`src/rtl/uart_baud_frac.sv`:
```
// -----------------------------------------------------------------------------
// uart_baud_frac
//
// Fractional baud-tick generator for the UART.
//
// o_rx_tick is the receive oversampling tick. Its mean period is
// div_int + div_frac/2^FRAC_W clocks. A fraction accumulator adds the
// fractional part once per period, and each carry out of it makes the next
// period one clock longer. o_tx_tick fires together with every OVS-th
// o_rx_tick.
//
// A new divisor is first held as pending. It becomes active only at a period
// boundary, so a period that has already started always finishes with the
// divisor it started with. While the generator is disabled, there is no
// period in flight, so the hand-over happens on the next edge.
//
// Ports
//   clk          clock
//   reset        asynchronous, active-high reset
//   i_en         generator enable; low holds all counters cleared
//   i_div_int    requested integer divisor (clocks per rx tick)
//   i_div_frac   requested fractional divisor (units of 1/2^FRAC_W clock)
//   i_div_load   one-cycle strobe capturing i_div_int/i_div_frac as pending
//   o_rx_tick    one-cycle oversampling tick
//   o_tx_tick    one-cycle bit tick, coincident with every OVS-th o_rx_tick
//   o_cfg_err    high while the active integer divisor is below 2 (clamped)
// -----------------------------------------------------------------------------
module uart_baud_frac #(
    parameter int DIV_W    = 16,
    parameter int FRAC_W   = 4,
    parameter int OVS      = 16,
    parameter int DEF_INT  = 27,
    parameter int DEF_FRAC = 2
) (
    input  logic              clk,
    input  logic              reset,
    input  logic              i_en,
    input  logic [DIV_W-1:0]  i_div_int,
    input  logic [FRAC_W-1:0] i_div_frac,
    input  logic              i_div_load,
    output logic              o_rx_tick,
    output logic              o_tx_tick,
    output logic              o_cfg_err
);

    localparam int                CNT_W     = DIV_W + 1;
    localparam int                OCNT_W    = $clog2(OVS);
    localparam logic [OCNT_W-1:0] OCNT_LAST = OCNT_W'(OVS - 1);
    localparam logic [DIV_W-1:0]  MIN_INT   = DIV_W'(2);

    // Active and pending divisor
    logic [DIV_W-1:0]  r_act_int;
    logic [FRAC_W-1:0] r_act_frac;
    logic [DIV_W-1:0]  r_pend_int;
    logic [FRAC_W-1:0] r_pend_frac;
    logic              r_pend_vld;

    // Period machinery
    logic [CNT_W-1:0]  r_cnt;
    logic [FRAC_W-1:0] r_acc;
    logic              r_c;
    logic [OCNT_W-1:0] r_ocnt;

    // Registered outputs
    logic              r_rx_tick;
    logic              r_tx_tick;
    logic              r_cfg_err;

    logic [DIV_W-1:0]  w_eff_int;
    logic [CNT_W-1:0]  w_last;
    logic              w_boundary;
    logic [FRAC_W:0]   w_sum;
    logic              w_xfer;
    logic [DIV_W-1:0]  w_act_int_next;
    logic [FRAC_W-1:0] w_act_frac_next;

    // A divisor below 2 cannot produce a tick that is separated from the next
    // one, so the divisor is clamped to 2.
    assign w_eff_int  = (r_act_int < MIN_INT) ? MIN_INT : r_act_int;

    // Last count of this period. The pending carry lengthens the period by
    // one clock.
    assign w_last     = {1'b0, w_eff_int} + CNT_W'(r_c) - CNT_W'(1);
    assign w_boundary = i_en && (r_cnt == w_last);

    // The fraction step always uses the divisor that was active during the
    // period that is ending, including on the edge where a new one is taken.
    assign w_sum      = {1'b0, r_acc} + {1'b0, r_act_frac};

    // Hand-over of the pending divisor: at a period boundary while running,
    // or on any edge while disabled.
    assign w_xfer          = r_pend_vld && (w_boundary || !i_en);
    assign w_act_int_next  = w_xfer ? r_pend_int  : r_act_int;
    assign w_act_frac_next = w_xfer ? r_pend_frac : r_act_frac;

    always_ff @(posedge clk or posedge reset) begin
        if (reset) begin
            r_act_int   <= DIV_W'(DEF_INT);
            r_act_frac  <= FRAC_W'(DEF_FRAC);
            r_pend_int  <= DIV_W'(DEF_INT);
            r_pend_frac <= FRAC_W'(DEF_FRAC);
            r_pend_vld  <= 1'b0;
            r_cnt       <= '0;
            r_acc       <= '0;
            r_c         <= 1'b0;
            r_ocnt      <= '0;
            r_rx_tick   <= 1'b0;
            r_tx_tick   <= 1'b0;
            r_cfg_err   <= (DEF_INT < 2);
        end else begin
            // The last load wins. A load on the hand-over edge stays pending
            // until the following boundary.
            if (i_div_load) begin
                r_pend_int  <= i_div_int;
                r_pend_frac <= i_div_frac;
            end
            if (i_div_load) begin
                r_pend_vld <= 1'b1;
            end else if (w_xfer) begin
                r_pend_vld <= 1'b0;
            end

            r_act_int  <= w_act_int_next;
            r_act_frac <= w_act_frac_next;
            // Computed from the next active value, so that the flag changes
            // on the same edge as the divisor it describes.
            r_cfg_err  <= (w_act_int_next < MIN_INT);

            if (!i_en) begin
                r_cnt     <= '0;
                r_acc     <= '0;
                r_c       <= 1'b0;
                r_ocnt    <= '0;
                r_rx_tick <= 1'b0;
                r_tx_tick <= 1'b0;
            end else if (w_boundary) begin
                r_cnt        <= '0;
                {r_c, r_acc} <= w_sum;
                r_rx_tick    <= 1'b1;
                if (r_ocnt == OCNT_LAST) begin
                    r_ocnt    <= '0;
                    r_tx_tick <= 1'b1;
                end else begin
                    r_ocnt    <= r_ocnt + OCNT_W'(1);
                    r_tx_tick <= 1'b0;
                end
            end else begin
                r_cnt     <= r_cnt + CNT_W'(1);
                r_rx_tick <= 1'b0;
                r_tx_tick <= 1'b0;
            end
        end
    end

    assign o_rx_tick = r_rx_tick;
    assign o_tx_tick = r_tx_tick;
    assign o_cfg_err = r_cfg_err;

endmodule

```
`config.mk`:
```
export PLATFORM = sky130hd
export DESIGN_NAME = uart_baud_frac
export DESIGN_NICKNAME = d
export VERILOG_FILES = /design/src/rtl/uart_baud_frac.sv
export SDC_FILE = /design/constraint.sdc
export NUM_CORES = 1
export LEC_CHECK = 0
export ABC_AREA = 1
export ABC_CLOCK_PERIOD_IN_PS = 3300
export CAP_MARGIN = 15
export CORE_UTILIZATION = 59
export CTS_CLUSTER_DIAMETER = 200
export CTS_CLUSTER_SIZE = 14
export DETAILED_ROUTE_END_ITERATION = 8
export PLACE_DENSITY = 0.83
export SLEW_MARGIN = 30
export SYNTH_ARGS = -nofsm -noshare
export SYNTH_HDL_FRONTEND = slang
export SYNTH_SLANG_ARGS = --single-unit
export TNS_END_PERCENT = 10
```
`constraint.sdc`:
```
create_clock -name clk -period 3.3 [get_ports clk]
set_clock_uncertainty 0.1 [all_clocks]
set_input_delay 0.495 -clock clk [delete_from_list [all_inputs] [get_ports clk]]
set_output_delay 0.495 -clock clk [all_outputs]
set_load 0.02 [all_outputs]
```
# Word-level counts from Yosys, hierarchy flattened

Index checks and enable logic that the tools add are counted.

Equality and inequality tests: 3
Multiplexer cells: 18
Magnitude comparators: 2
Add/sub/neg operators: 5
Reduce and logical (&&, ||, !) cells: 5

Operators with widths:

| operator                                                                      | number |
|---|---|
| 17-bit 2-to-1 mux                                                             | 2 |
| 16-bit by 2-bit less-than comparator with 1-bit output, second input constant | 2 |
| 16-bit 2-to-1 mux                                                             | 2 |
| 4-bit 2-to-1 mux                                                              | 5 |
| 16-bit by 1-bit adder with 17-bit output                                      | 1 |
| 17-bit by 1-bit adder with 17-bit output, second input constant               | 1 |
| 17-bit equality test                                                          | 1 |
| 17-bit by 1-bit subtractor with 17-bit output, second input constant          | 1 |
| 1-bit 2-to-1 mux                                                              | 9 |
| 4-bit by 4-bit adder with 5-bit output                                        | 1 |
| 4-bit by 1-bit adder with 4-bit output, second input constant                 | 1 |
| 4-bit equality test, second input constant                                    | 1 |
| 1-bit logical AND                                                             | 2 |
| 2-bit by 1-bit != test with 1-bit output, second input constant               | 1 |
| 2-bit nonzero test                                                            | 1 |
| 1-bit logical NOT                                                             | 1 |
| 1-bit logical OR                                                              | 1 |

Logic and storage cells: 45
Bits of input ports: 24
Output and inout bits: 3
Register bits: 70

# Logic depth before layout (Yosys ltp)

Word-level depth: 10
Gate-level depth with buffers: 24

# Least setup slack after synthesis

OpenSTA, ideal clock, no wires.

Path type: reg2reg
Start point: register r_act_int[4]
End point: register r_cfg_err (netlist: o_cfg_err)
Setup slack: 0.271 ns
Setup time: 0.114 ns
Arrival time: 2.814 ns
Required time: 3.086 ns
Cell stages (with the launch flop): 24
Path through: dfstp_2 nor2_1 nand2_1 nor2_2 nand2_4 nand2_1 ha_1 ha_1 xnor2_1 xor2_1 nand2_1 nor2_1 nand3_2 nor3_4 nand3_4 nand2_8 nand2_4 buf_6 nand2_1 nand2_1 nand2_1 nor2_1 nand2_1 nor2_1

Word-level cells in the longest chain between the ends: 10

Ends and longest elaborated chain:

| element                                                  | RTL line | source |
|---|---|---|
| from (decl)                                              | 52       | `logic [DIV_W-1:0] r_act_int;` |
| from (signal assigned)                                   | 98       | `r_act_int <= DIV_W'(DEF_INT);` |
| from (signal assigned)                                   | 123      | `r_act_int <= w_act_int_next;` |
| 16-bit by 2-bit less-than comparator with 1-bit output   | 79       | `assign w_eff_int = (r_act_int < MIN_INT) ? MIN_INT : r_act_int;` |
| 16-bit 2-to-1 mux                                        | 79       |  |
| 16-bit by 1-bit adder with 17-bit output                 | 83       | `assign w_last = {1'b0, w_eff_int} + CNT_W'(r_c) - CNT_W'(1);` |
| 17-bit by 1-bit subtractor with 17-bit output            | 83       |  |
| 17-bit equality test                                     | 84       | `assign w_boundary = i_en && (r_cnt == w_last);` |
| 1-bit logical AND                                        | 84       |  |
| 1-bit logical OR                                         | 92       | `assign w_xfer = r_pend_vld && (w_boundary \|\| !i_en);` |
| 1-bit logical AND                                        | 92       |  |
| 16-bit 2-to-1 mux *                                      | 93       | `assign w_act_int_next = w_xfer ? r_pend_int : r_act_int;` |
| 16-bit by 2-bit less-than comparator with 1-bit output * | 127      | `r_cfg_err <= (w_act_int_next < MIN_INT);` |
| to (signal assigned)                                     | 109      | `r_cfg_err <= (DEF_INT < 2);` |
| to (signal assigned)                                     | 127      |  |
| to (decl)                                                | 67       | `logic r_cfg_err;` |

Mark *: on every way between the ends. The rest lies on a longest branch, timed or not.
A chain may end at the register's enable or synchronous reset.

# Final worst setup path

Start point: register r_act_int[8]
End point: register r_cfg_err (netlist: o_cfg_err)

The elaborated chain is that of the path after synthesis.

==> results_dict.tcl <==
set metrics [dict create \
    status "finished, violations left" \
    violations "setup timing" \
    avgSynthCellArea_um2 8.12 \
    yosys_warnings 0 \
    slowest_delay_ns 0.45 \
    hold_viol 0 \
    drv_slew 0 \
    num_rows 28 \
    htree_num_levels 3 \
    vias_per_cell 5.49 \
    grt_pass1_wl_mm 13.1 \
    start_kind "register" \
    leakage_uw 0.00221 \
    rsz0062_at_grt "yes" \
    layout.nets 549 \
    setup_ws_ns -0.0529 \
    synth_ff_type "dfrtp_1" \
    synthesis.nets 502 \
    synth-edff-count 0 \
    synth_area_leader_cell "dfrtp_1" \
    drive_gt1_share_pct 18.2 \
    cts.path.max_buffers 2 \
    grt_max_degree 42 \
    fmax_mhz 298 \
    slew_headroom_pct 42.4 \
    cp_max_fo 8 \
    critPathBufInv 0 \
    setup_viol 1 \
    gp_congestion 0.937 \
    globalRoute.totalOverflow 0 \
    required_ns 3.49 \
    slowest_stage "dfrtp_1" \
    cp_common_cell "nand2_1" \
    drc 0 \
    ys_ff_latch 70 \
    antenna_found_initial 0 \
    synth_area_mm2 0.00381 \
    yosysTopAreaCellShare_pct 39.4 \
    die_h_um 82.4 \
    seq_area_frac_synth_pct 46.3 \
    synth_area_leaders "dfrtp_1 39%, nand2_1 11%, inv_1 7.4%" \
    worstMarginPinSlew_ns 0.864 \
    dp_slack_ns -0.0184 \
    min_path_type "register to register" \
    synthCells 469 \
    cp_top_family "simple AND/OR/NAND/NOR gates" \
    ys_types 36 \
    place_hpwl_mm 5.73 \
    groute.usage.overall_pct 26.0 \
    cp-end-kind "register" \
    initial_utilization_pct 62.9 \
    critPathKind "register to register" \
    syn_to_final_growth_pct 21.4 \
    ctsHoldBuffers 0 \
    cp_data_arrival_time_ns 3.54 \
    path_cells "nor2_2 > nand2_2 > nor2_4 > nand2_4 > nand2_1 > ha_2 > ha_4 > nand2_4 > nor2_4 > nand2_1 > xor2_1 > nor2_1 > nand2_1 > nor3_4 > nand3_4 > nand2_4 > nand3_1 > nand2_1 > nand2_1 > nor2_1 > nand2_1 > nor2_1" \
    yosys-top-cells-count "112 x nand2_1, 75 x inv_1, 60 x dfrtp_1" \
    clock_sinks 70 \
    drtIter0Drc 257 \
    vias 3270 \
    cts_tree "yes" \
    die-area_mm2 0.00678 \
    grt_pass1_vias 3020 \
    fin_tns_setup_ns -0.0529 \
    clockRootBuffer "clkbuf_8" \
    pwr_density_cell_mw_per_mm2 469 \
    ant_nets 0 \
    fin_crit_ns 3.35 \
    cap_violations 0 \
    finalWirelength_mm 8.80 \
    fp.dieW_um 82.4 \
    synthArstFlopShare_pct 100 \
    fin_crit_sh_pct 102 \
    drt-pass1-iter-count 5 \
    io_buffers 26 \
    post_drt_wl_per_cell_um 14.8 \
    cts_made_buffers 9 \
    synthMostInstantiatedCell "nand2_1" \
    io_pins 27 \
    clock_latency_ns 0.35 \
    coreArea_mm2 0.00606 \
    path_clk_slew_ns 0.07 \
    diodes 0 \
    ir_worst_vdd_mv 0.330 \
]
[path summary, 6_finish.rpt]
check	from	end	slack, ns	cells after the start
max	r_act_int[8]	o_cfg_err	-0.05	22
min	r_pend_int[0]	r_act_int[0]	0.40	2
max reg2reg	r_act_int[8]	o_cfg_err	-0.05	22
min reg2reg	r_pend_int[0]	r_act_int[0]	0.40	2
max in group asynchronous	reset	r_act_int[4]	1.83	3
min in group asynchronous	reset	o_rx_tick	0.52	2
[through the flow]
stage	area, um2	power, uW	hold slack, ns	util, %	std cells
CTS	4410	2100	0.394	72.7	585
global placement	4180	1330	0.377	69.0	569
finish	4620	2170	0.396	76.3	596
floorplan	3810	1240	0.354	-	469
global route	4620	2260	0.425	76.3	596
detailed placement	4180	1350	0.384	69.0	569
[logic make-up after synthesis]
| kind of cell | Yosys count | share of synthesized area [%] |
|---|---|---|
| buffers and inverters | 88 | 9.23 |
| adders and majority gates | 9 | 3.15 |
| AOI/OAI and AO/OA | 44 | 6.14 |
| and+or+nand+nor | 227 | 28.0 |
| xor gates and xnor gates | 31 | 7.13 |
| DFF | 70 | 46.3 |
[metal layers]
layer  vias to the layer above  wire length (um)  GRT usage (%)  share of wire, %
li1                       1559                 -              -                 -
met1                      1546              3600           31.2                41
met2                       135              4490           45.3                51
met3                        30               476           5.38               5.4
met4                         0               227           10.9               2.6
met5                         -                 0              0                 0
[area by class of cell]
type                       instances  area [um2]
multi-input combinational        315        1860
clock inverter                     4        72.6
fill                             388        1440
sequential                        70        1770
tap                               75        93.8
inverter                          76         290
timing repair buffer              44         394
clock buffer                      12         145
[flip-flops by register name, indices dropped and copies added (netlist names)]
signal / flops
r_acc: 4
o_tx_tick: 1
r_cnt: 17
r_c: 1
r_ocnt: 4
r_pend_vld: 1
r_pend_int: 16
o_cfg_err: 1
r_act_int: 16
r_act_frac: 4
o_rx_tick: 1
r_pend_frac: 4
[worst reg2reg max path, delay by kind of cell, from the launching register on]
family	cells	cell delay (ns)
XOR/XNOR	1	0.14
flip-flops	1	0.45
AND/OR/NAND/NOR	19	2.25
adder cells (fa/ha/maj)	2	0.36
[report_power, final]
part | internal, uW | switching [uW] | leakage, uW | total (uW)
Clock | 446 | 319 | 0.000107 | 765
Combinational | 167 | 238 | 0.00123 | 405
Sequential | 933 | 66.8 | 0.000870 | 1000
[timing repair]
action	CTS	global route
setup buffers	0	7
pin swaps	0	7
endpoints found under the setup margin	4	33
gates resized for setup	2	36
cloned	0	4
endpoints found under the hold margin	0	0
[cells in the final DEF, fill, tap and decap left out, types with 5 or more instances in the layout]
cell,instances
nand2_1,102
nor2_2,8
nand2_4,7
nand3_1,32
ha_1,6
clkbuf_8,10
nand4_1,5
xnor2_1,12
xor2_1,18
nor2_4,7
nand3_2,5
o21ai_1,7
a21oi_1,6
o21ai_0,26
dfrtp_1,57
clkdlybuf4s50_1,25
nor3_1,5
dfstp_2,10
buf_4,17
nand2_2,9
inv_1,73
nor2_1,39
No activity file was read; power rests on OpenSTA's default activity.
